**config.mk**
```make
export PLATFORM = sky130hd
export DESIGN_NAME = lsu_v1
export DESIGN_NICKNAME = d
export VERILOG_FILES = /design/src/rtl/lsu_pkg.sv /design/src/rtl/lsu_lane_v1.sv /design/src/rtl/lsu_v1.sv
export SDC_FILE = /design/constraint.sdc
export NUM_CORES = 1
export LEC_CHECK = 0
export ABC_AREA = 1
export CORE_MARGIN = 3
export CORE_UTILIZATION = 47
export CTS_CLUSTER_DIAMETER = 150
export DETAILED_ROUTE_END_ITERATION = 6
export PLACE_DENSITY = 0.72
export SYNTH_ARGS = -nofsm -noshare
export SYNTH_HDL_FRONTEND = slang
export SYNTH_SLANG_ARGS = --single-unit
```
**constraint.sdc**
```tcl
create_clock -name clk -period 4.6 [get_ports clk]
set_clock_uncertainty 0.15 [all_clocks]
set_input_delay 0.92 -clock clk [delete_from_list [all_inputs] [get_ports clk]]
set_output_delay 0.92 -clock clk [all_outputs]
set_load 0.02 [all_outputs]
```
**src/rtl/lsu_pkg.sv**
```systemverilog
// Shared definitions for the load/store unit: funct3 encodings, FSM states
// and the request legality check used at acceptance.
package lsu_pkg;

    localparam logic [2:0] F3_B  = 3'd0;
    localparam logic [2:0] F3_H  = 3'd1;
    localparam logic [2:0] F3_W  = 3'd2;
    localparam logic [2:0] F3_BU = 3'd4;
    localparam logic [2:0] F3_HU = 3'd5;

    typedef enum logic [2:0] {
        IDLE,
        RD,
        WAIT,
        WR,
        ERR,
        RESP
    } lsu_state_t;

    // Illegal funct3 for the direction, or an access not aligned to its size.
    function automatic logic lsu_req_err(input logic       we,
                                         input logic [2:0] funct3,
                                         input logic [1:0] offset);
        logic err;
        err = 1'b0;
        if (we) begin
            if (funct3 > F3_W) err = 1'b1;
        end else begin
            if (funct3 == 3'd3 || funct3 == 3'd6 || funct3 == 3'd7) err = 1'b1;
        end
        if (funct3[1:0] == 2'd1 && offset[0]) err = 1'b1;
        if (funct3 == F3_W && offset != 2'd0) err = 1'b1;
        return err;
    endfunction

endpackage

```
**src/rtl/lsu_lane_v1.sv**
```systemverilog
// Byte-lane steering: extracts and extends load data from a memory word and
// merges sub-word store data into it.
module lsu_lane_v1
    import lsu_pkg::*;
(
    input  logic [31:0] word,
    input  logic [1:0]  offset,
    input  logic [2:0]  funct3,
    input  logic [31:0] wdata,
    output logic [31:0] load_ext,
    output logic [31:0] store_merged
);

    logic [7:0]  w_byte;
    logic [15:0] w_half;

    always_comb begin
        w_byte = word[7:0];
        case (offset)
            2'd1:    w_byte = word[15:8];
            2'd2:    w_byte = word[23:16];
            2'd3:    w_byte = word[31:24];
            default: w_byte = word[7:0];
        endcase
        w_half = offset[1] ? word[31:16] : word[15:0];

        case (funct3)
            F3_B:    load_ext = {{24{w_byte[7]}}, w_byte};
            F3_H:    load_ext = {{16{w_half[15]}}, w_half};
            F3_W:    load_ext = word;
            F3_BU:   load_ext = {24'd0, w_byte};
            F3_HU:   load_ext = {16'd0, w_half};
            default: load_ext = 32'd0;
        endcase

        // Sub-word stores keep every bit of the read word outside the target lane.
        store_merged = word;
        case (funct3)
            F3_B: begin
                case (offset)
                    2'd1:    store_merged[15:8]  = wdata[7:0];
                    2'd2:    store_merged[23:16] = wdata[7:0];
                    2'd3:    store_merged[31:24] = wdata[7:0];
                    default: store_merged[7:0]   = wdata[7:0];
                endcase
            end
            F3_H: begin
                if (offset[1]) store_merged[31:16] = wdata[15:0];
                else           store_merged[15:0]  = wdata[15:0];
            end
            default: store_merged = wdata;
        endcase
    end

endmodule

```
**src/rtl/lsu_v1.sv**
```systemverilog
// Load/store unit: turns one byte-addressed RV32 load/store into word-granular
// memory accesses, with read-modify-write for SB/SH and an error response path.
//
// state | meaning
// IDLE  | ready for a request
// RD    | mem_re asserted for the target word
// WAIT  | read data returns; extract (load) or merge (sub-word store)
// WR    | mem_we asserted with the final word
// ERR   | rejected request, no memory access
// RESP  | one-cycle resp_valid pulse
module lsu_v1
    import lsu_pkg::*;
#(
    parameter int addr_width = 10,
    parameter int data_width = 32
) (
    input  logic                    clk,
    input  logic                    rst,
    input  logic                    req_valid,
    output logic                    req_ready,
    input  logic                    req_we,
    input  logic [2:0]              req_funct3,
    input  logic [addr_width+1:0]   req_addr,
    input  logic [data_width-1:0]   req_wdata,
    output logic                    resp_valid,
    output logic [data_width-1:0]   resp_rdata,
    output logic                    resp_err,
    output logic [addr_width-1:0]   mem_addr,
    output logic [data_width-1:0]   mem_wdata,
    input  logic [data_width-1:0]   mem_rdata,
    output logic                    mem_we,
    output logic                    mem_re
);

    lsu_state_t              r_state;
    logic                    r_req_we;
    logic [2:0]              r_funct3;
    logic [addr_width+1:0]   r_addr;
    logic [data_width-1:0]   r_wdata;
    logic                    r_req_ready;
    logic                    r_mem_re;
    logic                    r_mem_we;
    logic [data_width-1:0]   r_mem_wdata;
    logic                    r_resp_valid;
    logic [data_width-1:0]   r_resp_rdata;
    logic                    r_resp_err;

    logic                    w_req_err;
    logic                    w_req_sw;
    logic [31:0]             w_load_ext;
    logic [31:0]             w_store_merged;

    assign w_req_err = lsu_req_err(req_we, req_funct3, req_addr[1:0]);
    assign w_req_sw  = req_we && (req_funct3 == F3_W);

    // mem_rdata is valid throughout WAIT, so the lanes work on it directly and
    // the extracted/merged result is what gets registered.
    lsu_lane_v1 u_lane (
        .word         (mem_rdata),
        .offset       (r_addr[1:0]),
        .funct3       (r_funct3),
        .wdata        (r_wdata),
        .load_ext     (w_load_ext),
        .store_merged (w_store_merged)
    );

    always_ff @(posedge clk or negedge rst) begin
        if (!rst) begin
            r_state      <= IDLE;
            r_req_we     <= 1'b0;
            r_funct3     <= 3'd0;
            r_addr       <= '0;
            r_wdata      <= '0;
            r_req_ready  <= 1'b1;
            r_mem_re     <= 1'b0;
            r_mem_we     <= 1'b0;
            r_mem_wdata  <= '0;
            r_resp_valid <= 1'b0;
            r_resp_rdata <= '0;
            r_resp_err   <= 1'b0;
        end else begin
            case (r_state)
                IDLE: begin
                    if (req_valid) begin
                        r_req_we    <= req_we;
                        r_funct3    <= req_funct3;
                        r_addr      <= req_addr;
                        r_wdata     <= req_wdata;
                        r_req_ready <= 1'b0;
                        if (w_req_err) begin
                            r_state <= ERR;
                        end else if (w_req_sw) begin
                            r_state     <= WR;
                            r_mem_we    <= 1'b1;
                            r_mem_wdata <= req_wdata;
                        end else begin
                            r_state  <= RD;
                            r_mem_re <= 1'b1;
                        end
                    end
                end
                RD: begin
                    r_mem_re <= 1'b0;
                    r_state  <= WAIT;
                end
                WAIT: begin
                    if (r_req_we) begin
                        r_state     <= WR;
                        r_mem_we    <= 1'b1;
                        r_mem_wdata <= w_store_merged;
                    end else begin
                        r_state      <= RESP;
                        r_resp_valid <= 1'b1;
                        r_resp_rdata <= w_load_ext;
                        r_resp_err   <= 1'b0;
                    end
                end
                WR: begin
                    r_mem_we     <= 1'b0;
                    r_state      <= RESP;
                    r_resp_valid <= 1'b1;
                    r_resp_rdata <= '0;
                    r_resp_err   <= 1'b0;
                end
                ERR: begin
                    r_state      <= RESP;
                    r_resp_valid <= 1'b1;
                    r_resp_rdata <= '0;
                    r_resp_err   <= 1'b1;
                end
                RESP: begin
                    r_resp_valid <= 1'b0;
                    r_resp_rdata <= '0;
                    r_resp_err   <= 1'b0;
                    r_req_ready  <= 1'b1;
                    r_state      <= IDLE;
                end
                default: begin
                    r_state     <= IDLE;
                    r_mem_re    <= 1'b0;
                    r_mem_we    <= 1'b0;
                    r_req_ready <= 1'b1;
                end
            endcase
        end
    end

    assign req_ready  = r_req_ready;
    assign mem_re     = r_mem_re;
    assign mem_we     = r_mem_we;
    assign mem_addr   = r_addr[addr_width+1:2];
    assign mem_wdata  = r_mem_wdata;
    assign resp_valid = r_resp_valid;
    assign resp_rdata = r_resp_rdata;
    assign resp_err   = r_resp_err;

endmodule
```
After elaboration in Yosys (flattened, before gate mapping) --
Cells that the tools add are included.
Operators by class: equal/unequal tests 23, multiplexer cells 42, shift operators 0, reduce and logical (&&, ||, !) cells 27, $lt $le $gt $ge 1, multiply operators 0, bitwise logic cells 3, add/sub/neg operators 0, div/mod/pow operators 0
Operators by type and width (number):
- 32-bit one-hot mux with 2 select lines | 3
- 32-bit 2-to-1 mux | 5
- 32-bit one-hot mux with 5 select lines | 1
- 16-bit 2-to-1 mux | 3
- 8-bit 2-to-1 mux | 4
- 8-bit one-hot mux with 3 select lines | 1
- 3-bit == test, second input constant | 6
- 3-bit by 2-bit == test with 1-bit output, second input constant | 5
- 1-bit 2-to-1 mux | 15
- 2-bit inequality test, second input constant | 6
- 3-bit one-hot mux with 4 select lines | 1
- 2-bit AND reduction | 5
- 5-bit AND reduction | 2
- 3-bit 2-to-1 mux | 3
- 1-bit one-hot mux with 3 select lines | 3
- 3-bit OR reduction | 3
- 4-bit OR reduction | 2
- 3-bit by 1-bit == test with 1-bit output, second input constant | 2
- 3-bit logical NOT | 2
- 2-bit nonzero test | 3
- 3-bit nonzero test | 2
- 2-bit by 1-bit == test with 1-bit output, second input constant | 2
- 2-bit == test, second input constant | 2
- 1-bit one-hot mux with 2 select lines | 2
- 7 further kinds | 13
Word-level totals: memories 0, RAM bits 0, bits of input ports 83, word-level logic and storage cells 108, register bits 120, latch bits 0, bits in read-only memories 0

Depth between registers and ports, before layout --
Gate-level depths: netlist of run 1.
depth after elaboration 10, mapped depth 11

Modules after synthesis --
Synthesis of run 1 repeated with hierarchy kept, for this count alone.
Unflattened totals: cells, all modules 1139, area, all modules 7435.9 sq um
By module, submodules not included:
- lsu_v1 | cells each 663, area an instance 5331.4 sq um, times used 1, seq. area each 3004.1 sq um
- lsu_lane_v1 | cells each 476, area an instance 2104.5 sq um, times used 1, seq. area each 0.0 sq um

Worst setup path after synthesis of run 1 --
No wires, ideal clock.
path kind in2reg, start point in req_funct3[0], end point reg r_mem_wdata[27], in the netlist mem_wdata[27], stages 7, required time 4333 ps, library setup time 117 ps, buffers on the path 1, arrival 1753 ps, slack 2580 ps, path through nor2_1 nand3_1 o21ai_1 nand3_2 buf_2 nand2_1 nand2_1
On the way: cells in the longest elaborated chain, start to end 9, elaborated cells between the ends (all ways) 19, those cells by class 1 x order compare; 7 x eq/ne; 5 x mux; 6 x reduce/logical
RTL lines:
- start, declared | RTL line lsu_v1.sv:22 | input logic [2:0] req_funct3,
- parallel branches: the longest is 8 deep, another holds 3-bit by 2-bit greater-than comparator with 1-bit output
- 5-bit AND reduction (no line) (*)
- end signal, assigned | RTL line lsu_v1.sv:95 | r_mem_wdata <= req_wdata;
- end signal, assigned | RTL line lsu_v1.sv:110 | r_mem_wdata <= w_store_merged;
- end, declared | RTL line lsu_v1.sv:43 | logic [data_width-1:0] r_mem_wdata;
Mark *: on every way between the ends. A chain may end at the register's enable or synchronous reset.

Worst setup path after layout of run 1 --
start point reg r_state[0], end point reg r_resp_rdata[22], in the netlist resp_rdata[22]
On the way: cells in the longest elaborated chain, start to end 4, elaborated cells between the ends (all ways) 9, those cells by class 5 x eq/ne; 1 x mux; 3 x reduce/logical
RTL lines:
- start, declared | RTL line lsu_v1.sv:35 | lsu_state_t r_state;
- start signal, assigned | RTL line lsu_v1.sv:69 | r_state <= IDLE;
- start signal, assigned | RTL line lsu_v1.sv:91 | r_state <= ERR;
- start signal, assigned | RTL line lsu_v1.sv:93 | r_state <= WR;
- 3-bit == test or 3-bit by 2-bit == test with 1-bit output (tied branches) | RTL line lsu_v1.sv:82 | case (r_state)
- 3-bit OR reduction (no line)
- 2-bit nonzero test (no line)
- 2-bit AND reduction (no line)
- end signal, assigned | RTL line lsu_v1.sv:114 | r_resp_rdata <= w_load_ext;
- end, declared | RTL line lsu_v1.sv:45 | logic [data_width-1:0] r_resp_rdata;
Several ways; a longest one is shown, not always the timed one.

==> metrics.csv, run 1 <==
stage,metric,value,unit
finish,ratio of cells with drive above 1 in the final layout,4.94,%
yosys,Mean Syn Cell Area,6.52,sq um
clock_network,Clock transition at path regs,0.06,ns
clock_network,# Post-CTS Setup Buffers,0,
yosys,Netlist cell types,26,
sta,Slew headroom,18.2,%
hold_path,Hold Path Class,flop to flop,
hold_path,Hold Crit Depth,2,
worst_setup_path,r2r setup slk,1.66,ns
worst_setup_path,reg2reg end,resp_rdata[22]$_DFFE_PN0P_,
floorplanning,die width,128,um
finish,nets@finish,1284,
clock_network,# H-tree levels,4,
worst_setup_path,worst r2r path cells,7,
global_routing,first-pass GRT wire length,35.3,mm
clock_network,Clock Latency Late Sink,0.42,ns
power_and_ir_drop,Lkg Pwr,4.78,nW
finish,Syn-to-layout area delta,30.5,%
floorplanning,Row Count,44,
clock_network,PostCTS Resize Cnt,0,
global_routing,global route total overflow,0,
worst_setup_path,Setup CP Type,flop to flop,
sta,worst-margin pin slew,1.22,ns
clock_network,Num CTS Buffers,17,
sta,max-slew violations,0,
finish,ANT cells,0,
floorplanning,Die H,128,um
clock_network,CTS tree,yes,
worst_setup_path,critical path endpoint category,flop,
worst_setup_path,Worst EP arrival,3.15,ns
worst_setup_path,CP Data Required Time,4.80,ns
hold_path,Hold Path Sink,resp_valid$_DFFE_PN0P_,
yosys,#FFs+latches synth,120,
drt,Vias/cell,5.10,
flow_run,# Max-Cap Violations,0,
sta,post-route minimum period,2.94,ns
worst_setup_path,CP max FO,37,
global_routing,gr usage total,27.5,%
yosys,Mapped Area,7010,sq um
yosys,Synth top area share,42.5,%
drt,routed wire length,22.1,mm
global_routing,initial antenna violation count,0,
power_and_ir_drop,peak supply drop,0.347,mV
floorplanning,core area,14600,sq um
hold_path,Worst Hold Launch,resp_valid$_DFFE_PN0P_,
clock_network,CTS root buffer,clkbuf_16,
sta,Max Freq,0.340,GHz
yosys,Syn Inst Count,1076,
drt,routed len/inst,15.8,um
yosys,sequential fraction of the synthesis area,42.8,%
global_routing,vias in the first global route,6635,
floorplanning,starting density of the core,48.1,%
drt,Starting DRT DRC Count,686,
sta,Final Hold Violating Endpoints,0,
placement,Placer Congestion,0.945,
finish,Filler cells,1381,
drt,vias,7128,
worst_setup_path,R2R Path Start,r_state[0]$_DFFE_PN0P_,
clock_network,clock sink total,120,
finish,Util after Layout,62.7,%
sta,RSZ-0062 raised after global routing,false,
drt,Residual DRC,0,
yosys,async set-reset flop share out of synthesis,100,%
power_and_ir_drop,PD cells,684,nW/um^2
global_routing,largest net degree at the start of global routing,65,
floorplanning,Die ar.,16400,sq um
placement,port buffer count,161,
floorplanning,IO Count,162,
yosys,Syn Nets,1159,
worst_setup_path,Worst Setup Start Kind,flop,
yosys,"Top FF cell, synth",dfrtp_1,
drt,first-pass iteration count of the detailed router,5,
power_and_ir_drop,Tot Pwr,6.26,mW
placement,DP Wirelength,15.8,mm
sta,fin crit share,64.0,%
sta,final setup fails,0,
yosys,largest cells by area after synthesis,"dfrtp_1, nand2_1, nand3_1",
clock_network,CTS Hold Bufs,0,
drt,Routed Antenna Nets,0,
clock_network,CTS max path bufs,2,
sta,Setup TNS Final,0,ns
status,status,completed,
yosys,Post-synth EDFFs,0,
yosys,Synth area leader,dfrtp_1,
yosys,Yosys warnings,0,
## synth_stat cells, types with 2 or more instances
| cell type | number |
|---|---|
| a21oi_1 | 6 |
| nor2_4 | 3 |
| clkbuf_1 | 23 |
| buf_2 | 19 |
| nor2_1 | 89 |
| buf_6 | 3 |
| inv_2 | 5 |
| nand2_1 | 531 |
| nand3b_1 | 2 |
| buf_4 | 16 |
| dfrtp_1 | 119 |
| nand2_2 | 4 |
| nor2_2 | 2 |
| nand3_1 | 90 |
| inv_1 | 77 |
| o21ai_0 | 77 |
## layout make-up
class / count / area [sq um] / share of cell area (%)
multi-input cells: 812 / 3360 / 36.7
flip-flops and latches: 120 / 3000 / 32.8
repair buffers: 167 / 1670 / 18.2
clock buffers: 17 / 425 / 4.65
inverters: 83 / 314 / 3.43
well taps: 184 / 230 / 2.52
clock inverters: 15 / 153 / 1.67
## cells by family (layout without fill, tap and decap cells)
logic type / after synthesis / count (layout) / share of synthesized area (%)
buffers and inverters: 144 / 282 / 9.26
AOI/OAI and AO/OA: 87 / 87 / 6.51
and+or+nand+nor: 725 / 725 / 41.4
DFF: 120 / 120 / 42.8
## layout by cell type (no fill, tap or decap)
cell | synthesis | layout
a211oi_4 | 1 | 1
nor2_1 | 89 | 89
inv_1 | 77 | 77
o21ai_1 | 1 | 1
o21ai_0 | 77 | 77
dfrtp_1 | 119 | 119
nand3b_1 | 2 | 2
inv_2 | 5 | 5
o21ai_2 | 1 | 1
nor2_2 | 2 | 2
nand3_1 | 90 | 90
inv_4 | 1 | 1
a21boi_0 | 1 | 1
clkinv_4 | 0 | 2
nand2_1 | 531 | 531
clkdlybuf4s50_1 | 0 | 160
clkinvlp_4 | 0 | 5
nand2_4 | 1 | 1
nor2_4 | 3 | 3
bufinv_16 | 0 | 2
buf_12 | 0 | 1
nand2_2 | 4 | 4
buf_4 | 16 | 6
nand4_2 | 1 | 1
nand4_1 | 1 | 1
inv_6 | 0 | 2
clkbuf_16 | 0 | 17
dfstp_2 | 1 | 1
nand3_2 | 1 | 1
a21oi_1 | 6 | 6
clkinv_2 | 0 | 4
## through the flow
stage                     area [sq um]  hold slack, ns  std cells  worst slack (ns)
after floorplan                   7010           0.292       1076              2.58
after global placement            8580           0.304       1366              1.63
after detailed placement          8580           0.308       1366              1.55
after CTS                         9150           0.323       1398              1.69
after global routing              9150           0.340       1398              1.38
final                             9150           0.319       1398              1.66
## registers in the layout (all words and copies together) (netlist names)
signal      count
resp_err        1
r_funct3        3
r_state         3
mem_re          1
resp_valid      1
resp_rdata     32
r_addr         12
r_wdata        32
req_ready       1
mem_wdata      32
mem_we          1
r_req_we        1
## power breakdown
part	total (mW)	switching, mW	internal (mW)	leakage, nW
Combinational	3.16	2.01	1.15	2.96
Clock	1.31	0.515	0.795	0.271
Sequential	1.80	0.309	1.49	1.54
## worst max path at each step
stage | startpoint | endpoint | slack, ns | cells after the start
after floorplan | req_funct3[0] | mem_wdata[27]$_DFFE_PN0P_ | 2.58 | 7
after global placement | req_funct3[0] | mem_wdata[9]$_DFFE_PN0P_ | 1.63 | 9
after detailed placement | req_funct3[0] | mem_wdata[30]$_DFFE_PN0P_ | 1.55 | 9
after CTS | r_state[0]$_DFFE_PN0P_ | resp_rdata[22]$_DFFE_PN0P_ | 1.69 | 7
after global routing | r_state[0]$_DFFE_PN0P_ | resp_rdata[22]$_DFFE_PN0P_ | 1.38 | 7
final | r_state[0]$_DFFE_PN0P_ | resp_rdata[22]$_DFFE_PN0P_ | 1.66 | 7
## worst max-delay path, stage by stage, from the launching register on
cell and delay, ns:
dfrtp_1 0.44, nor2_4 0.18, nand2_4 0.27, inv_4 0.42, nand2_2 0.15, a211oi_4 0.96
nand2_1 0.18, nand2_1 0.11
## routing by layer
metal  vias up  GRT usage [%]  wire length [um]  part of all wire (%)
met5         -              0                 0                     0
met4         0           12.4               733                   3.3
met3        42           5.92              1620                   7.3
met2       269           41.6              9880                    45
met1      3267           38.0              9920                    45
li1       3550              -                 -                     -
Note: power is estimated with default switching activity, not from simulation.
==> run 2, diff against run 1 <==
- clock period: 4.6 -> 3.1 ns (I/O delays scaled with it)
==> run 2 against run 1 <==
  * Global-route usage is essentially flat
  * Cell count rose by 1.0%
  * Core utilization grew 0.96 points
  * Die area unchanged
  * Hold slack got worse by 0.0019 ns
  * Non-clock buffer count grew 14
  * Register-to-register slack got worse by 0.84 ns
  * Clock power up 56%
==> metrics.csv, run 2 (synthesized netlist as in run 1, its figures left out) <==
stage,metric,value,unit,change
power_and_ir_drop,peak supply drop,0.499,mV,+44%
drt,Starting DRT DRC Count,629,,-8.3%
global_routing,global route total overflow,0,,unchanged
sta,post-route minimum period,2.30,ns,
worst_setup_path,critical path endpoint category,output pin,,
status,status,completed,,
global_routing,largest net degree at the start of global routing,64,,-1.5%
hold_path,Hold Crit Depth,2,,unchanged
clock_network,clock sink total,120,,unchanged
hold_path,Hold Path Sink,resp_err$_DFFE_PN0P_,,
clock_network,Num CTS Buffers,17,,unchanged
placement,DP Wirelength,16.0,mm,+1.3%
drt,Vias/cell,5.06,,-0.81%
worst_setup_path,reg2reg end,resp_rdata[18]$_DFFE_PN0P_,,
worst_setup_path,instance count on the critical path,1,,-6
worst_setup_path,CP top delay family,buffers and inverters,,
clock_network,CTS root buffer,clkbuf_16,,
placement,Placer Congestion,0.960,,+1.6%
sta,Final Hold Violating Endpoints,0,,unchanged
global_routing,vias in the first global route,6743,,+1.6%
sta,post-route setup slack,0.799,ns,-0.857 ns
floorplanning,starting density of the core,48.1,%,unchanged
global_routing,initial antenna violation count,0,,unchanged
placement,pre-CTS setup slack,0.570,ns,-0.985 ns
sta,max-slew violations,0,,unchanged
worst_setup_path,R2R Path Start,r_funct3[1]$_DFFE_PN0P_,,
finish,nets@finish,1298,,+1.1%
floorplanning,Die H,128,um,unchanged
clock_network,Clock Latency Late Sink,0.41,ns,about the same
finish,ratio of cells with drive above 1 in the final layout,5.78,%,+0.84 points
worst_setup_path,r2r setup slk,0.82,ns,-0.84 ns
finish,"non-filler cells, final",1412,,+1.0%
sta,Max Freq,0.435,GHz,
hold_path,Hold Path Class,flop to flop,,
flow_run,# Max-Cap Violations,0,,unchanged
worst_setup_path,crit-path cells,clkdlybuf4s50_1,,
power_and_ir_drop,Lkg Pwr,4.87,nW,+2.1%
worst_setup_path,worst r2r path cells,7,,unchanged
sta,RSZ-0062 raised after global routing,false,,
clock_network,CTS max path bufs,2,,unchanged
placement,Cells after DPL,1379,,+0.95%
drt,first-pass iteration count of the detailed router,6,,+1
global_routing,gr usage total,27.5,%,-0.043 points
global_routing,first-pass GRT wire length,35.5,mm,+0.74%
worst_setup_path,Setup CP Type,flop to output pin,,
sta,fin crit share,74.2,%,
worst_setup_path,Worst EP arrival,1.53,ns,-1.62 ns
sta,Setup TNS Final,0,ns,unchanged
drt,Routed Antenna Nets,0,,unchanged
floorplanning,IO Count,162,,unchanged
floorplanning,Die ar.,16400,sq um,unchanged
finish,ANT cells,0,,unchanged
power_and_ir_drop,PD cells,1020,nW/um^2,+49%
floorplanning,Row Count,44,,unchanged
clock_network,Clock transition at path regs,0.05,ns,about the same
clock_network,# H-tree levels,4,,unchanged
drt,vias,7141,,+0.18%
floorplanning,core area,14600,sq um,unchanged
floorplanning,die width,128,um,unchanged
clock_network,CTS tree,yes,,
worst_setup_path,Worst Setup Start Kind,flop,,
finish,Syn-to-layout area delta,32.5,%,
drt,Residual DRC,0,,unchanged
drt,routed wire length,22.1,mm,-0.14%
finish,most frequent cells in the layout,"nand2_1, clkdlybuf4s50_1, dfrtp_1, nand3_1, nor2_1",,
worst_setup_path,crit path max-delay cell type,clkdlybuf4s50_1,,
worst_setup_path,CP Data Required Time,2.33,ns,-2.47 ns
sta,Slew headroom,53.4,%,+35 points
placement,port buffer count,161,,unchanged
sta,worst-margin pin slew,0.698,ns,-0.525 ns
finish,"commonest non-fill, non-tap cell in the layout",nand2_1,,
power_and_ir_drop,Tot Pwr,9.48,mW,+51%
worst_setup_path,CP max FO,2,,-95%
drt,routed len/inst,15.7,um,-1.1%
hold_path,Worst Hold Launch,resp_err$_DFFE_PN0P_,,
sta,final setup fails,0,,unchanged
worst_setup_path,crit path buf inv count,1,,unchanged
worst_setup_path,crit-path max cell delay,0.59,ns,-0.37 ns
==> run 2: cell count changes in the layout (fill, tap and decap cells not counted), moves of 2 or more <==
| cell | previous run | this run |
|---|---|---|
| buf_4 | 6 | 19 |
| clkbuf_8 | 0 | 4 |
| clkinvlp_4 | 5 | 1 |
| clkbuf_1 | 0 | 2 |
| clkinv_4 | 2 | 0 |
| inv_6 | 2 | 0 |
==> run 2: cell type report <==
type	instances	area, sq um
Tap cell	184	230
Clock inverter	9	123
Timing Repair Buffer	181	1770
Multi-Input combinational cell	812	3360
Inverter	83	314
Clock buffer	23	488
Fill cell	1406	5300
Sequential cell	120	3000
==> run 2: worst max-delay path by stage <==
stage	from	end	slack (ns)
floorplan	req_funct3[0]	mem_wdata[27]$_DFFE_PN0P_	1.38
global placement	req_funct3[0]	mem_wdata[19]$_DFFE_PN0P_	0.66
detailed placement	req_funct3[0]	mem_wdata[31]$_DFFE_PN0P_	0.57
CTS	req_ready$_DFFE_PN1P_	req_ready	0.78
global route	r_funct3[1]$_DFFE_PN0P_	resp_rdata[18]$_DFFE_PN0P_	0.69
finish	req_ready$_DFFE_PN1P_	req_ready	0.80
==> run 2: where the power goes <==
part	leakage [nW]	switching [mW]	internal [mW]
clock network	0.303	0.712	1.34
logic	3.03	3.00	1.78
registers	1.54	0.446	2.21
==> run 2: metrics by stage <==
step | hold WS, ns | area [sq um] | util (%)
3_5_place_dp | 0.309 | 8670 | 59.5
2_1_floorplan | 0.174 | 7010 | -
5_1_grt | 0.345 | 9290 | 63.7
3_3_place_gp | 0.303 | 8670 | 59.5
4_1_cts | 0.323 | 9290 | 63.7
6_report | 0.317 | 9290 | 63.7
==> run 2: routing by layer <==
layer | up-vias | part of all wire, % | track usage, %
met3 | 32 | 6.6 | 4.58
met2 | 294 | 45 | 42.3
met4 | 0 | 2.2 | 9.55
met1 | 3229 | 46 | 39.4
li1 | 3586 | - | -
met5 | - | 0 | 0
==> run 2: repair_timing <==
item | 4_1_cts | 5_1_grt
hold endpoints to repair | 9 | 0
resized for setup | 0 | 0
hold buffers | 1 | 0
buffers inserted | 0 | 0
==> run 3, diff against run 2 <==
- clock period: 3.1 -> 2.4 ns (I/O delays scaled with it)
==> run 3 against run 2 <==
  * The run now ends with negative hold slack left
  * Cell count increased by 0.50%
  * Count of clock-buffer cells in the layout shrank 2
  * Register-to-register slack got worse by 0.39 ns
  * Power up 32%
  * First-iteration DRC count up 1.6%
  * Combinational power grew 33%
  * Routed wire length increased by 0.92%
  * Sequential share of layout area fell by 0.49 points
  * Core utilization increased by 0.98 points
  * Global-route usage grew 0.17 points
  * Non-clock buffer count is 7 higher
  * Largest cell class unchanged
==> metrics.csv, run 3 (synthesized netlist as in run 1, its figures left out) <==
stage,metric,value,unit,change
placement,port buffer count,161,,unchanged
drt,Starting DRT DRC Count,639,,+1.6%
worst_setup_path,CP top delay family,buffers and inverters,,
finish,ANT cells,0,,unchanged
floorplanning,Die ar.,16400,sq um,unchanged
worst_setup_path,critical path endpoint category,output pin,,
global_routing,largest net degree at the start of global routing,121,,+89%
finish,Util after Layout,64.7,%,+0.98 points
drt,vias,7199,,+0.81%
floorplanning,Row Count,44,,unchanged
clock_network,CTS max path bufs,2,,unchanged
sta,post-route minimum period,2.17,ns,
placement,DP Wirelength,16.2,mm,+0.85%
power_and_ir_drop,PD cells,1320,nW/um^2,+30%
worst_setup_path,reg2reg end,mem_wdata[28]$_DFFE_PN0P_,,
worst_setup_path,Worst EP arrival,1.54,ns,about the same
sta,Slew headroom,55.2,%,+1.8 points
finish,"non-filler cells, final",1419,,+0.50%
global_routing,gr usage total,27.7,%,+0.17 points
sta,worst-margin pin slew,0.672,ns,-0.0260 ns
drt,first-pass iteration count of the detailed router,5,,-1
clock_network,PostCTS Resize Cnt,0,,unchanged
placement,Placer Congestion,0.951,,-0.93%
sta,final setup fails,0,,unchanged
worst_setup_path,crit path buf inv count,1,,unchanged
flow_run,# Max-Cap Violations,0,,unchanged
global_routing,first-pass GRT wire length,35.5,mm,-0.12%
status,failing checks,negative hold slack,,
worst_setup_path,crit-path max cell delay,0.60,ns,about the same
clock_network,# Post-CTS Setup Buffers,0,,unchanged
floorplanning,IO Count,162,,unchanged
sta,fin crit share,90.4,%,
drt,Vias/cell,5.07,,+0.31%
drt,Routed Antenna Nets,0,,unchanged
worst_setup_path,R2R Path Start,r_addr[1]$_DFFE_PN0P_,,
clock_network,# H-tree levels,4,,unchanged
power_and_ir_drop,Lkg Pwr,4.94,nW,+1.2%
placement,Cells after DPL,1387,,+0.58%
finish,Syn-to-layout area delta,34.5,%,
worst_setup_path,CP max FO,2,,unchanged
finish,"commonest non-fill, non-tap cell in the layout",nand2_1,,
finish,most frequent cells in the layout,"nand2_1, clkdlybuf4s50_1, dfrtp_1, nand3_1, nor2_1",,
drt,routed len/inst,15.7,um,+0.42%
floorplanning,core area,14600,sq um,unchanged
worst_setup_path,Worst Setup Start Kind,flop,,
sta,Setup TNS Final,0,ns,unchanged
sta,RSZ-0062 raised after global routing,false,,
global_routing,initial antenna violation count,0,,unchanged
sta,max-slew violations,0,,unchanged
global_routing,vias in the first global route,6656,,-1.3%
clock_network,Num CTS Buffers,17,,unchanged
worst_setup_path,r2r setup slk,0.43,ns,-0.39 ns
clock_network,CTS tree,yes,,
clock_network,CTS root buffer,clkbuf_16,,
worst_setup_path,CP Data Required Time,1.77,ns,-0.56 ns
clock_network,clock sink total,120,,unchanged
clock_network,Clock Latency Late Sink,0.42,ns,about the same
power_and_ir_drop,Tot Pwr,12.5,mW,+32%
drt,routed wire length,22.3,mm,+0.92%
sta,hold slack,-0.0156,ns,-0.333 ns
finish,nets@finish,1305,,+0.54%
worst_setup_path,crit-path cells,clkdlybuf4s50_1,,
global_routing,global route total overflow,0,,unchanged
worst_setup_path,worst r2r path cells,9,,+2
worst_setup_path,crit path max-delay cell type,clkdlybuf4s50_1,,
status,status,"finished, violations left",,
floorplanning,Die H,128,um,unchanged
floorplanning,die width,128,um,unchanged
finish,ratio of cells with drive above 1 in the final layout,6.48,%,+0.70 points
power_and_ir_drop,peak supply drop,0.695,mV,+39%
clock_network,Clock transition at path regs,0.06,ns,about the same
sta,Final Hold Violating Endpoints,9,,+9
drt,Residual DRC,0,,unchanged
worst_setup_path,Setup CP Type,flop to output pin,,
floorplanning,starting density of the core,48.1,%,unchanged
hold_path,Hold Path Class,primary input to async pin,,
sta,Max Freq,0.461,GHz,
clock_network,CTS Hold Bufs,0,,-1
==> run 3: cell count changes in the layout (fill, tap and decap cells not counted), moves of 2 or more <==
cell and change:
buf_4 +3, clkinv_2 -3, buf_12 +5, clkinvlp_4 +2, clkinv_4 +2
==> run 3: stage by stage <==
| stage | area, sq um | setup slack [ns] |
|---|---|---|
| final | 9440 | 0.231 |
| after global routing | 9440 | 0.172 |
| after CTS | 9440 | 0.211 |
| after detailed placement | 8800 | 0.181 |
| after global placement | 8800 | 0.243 |
| after floorplan | 7010 | 0.811 |
==> run 3: how the worst max path moves through the flow <==
stage                                       from                   endpoint  slack, ns  cells after the start
after floorplan           r_state[0]$_DFFE_PN0P_  resp_rdata[2]$_DFFE_PN0P_       0.81                      8
after global placement             req_funct3[0]  mem_wdata[20]$_DFFE_PN0P_       0.24                      9
after detailed placement           req_funct3[0]  mem_wdata[19]$_DFFE_PN0P_       0.18                      9
after CTS                  req_ready$_DFFE_PN1P_                  req_ready       0.21                      1
after global routing       r_addr[1]$_DFFE_PN0P_  mem_wdata[30]$_DFFE_PN0P_       0.17                      9
final                      req_ready$_DFFE_PN1P_                  req_ready       0.23                      1
==> run 3: power breakdown <==
part / internal (mW) / total, mW / switching (mW)
sequential: 2.85 / 3.42 / 0.568
combinational: 2.42 / 6.34 / 3.92
clock: 1.82 / 2.74 / 0.922
total: 7.09 / 12.5 / 5.41
==> run 3: cell type report <==
type                    instances  area, sq um
multi-input cells             812         3360
inverters                      83          314
flip-flops and latches        120         3000
clock buffers                  21          470
fillers                      1385         5150
clock inverters                11          170
repair buffers                188         1890
well taps                     184          230
==> run 3: layer usage <==
metal / global-route usage (%) / vias to the layer above / wire [um]
met4: 10.0 / 0 / 551
met5: 0 / - / 0
met2: 41.7 / 266 / 10000
met3: 4.79 / 33 / 1340
li1: - / 3595 / -
met1: 40.0 / 3305 / 10400
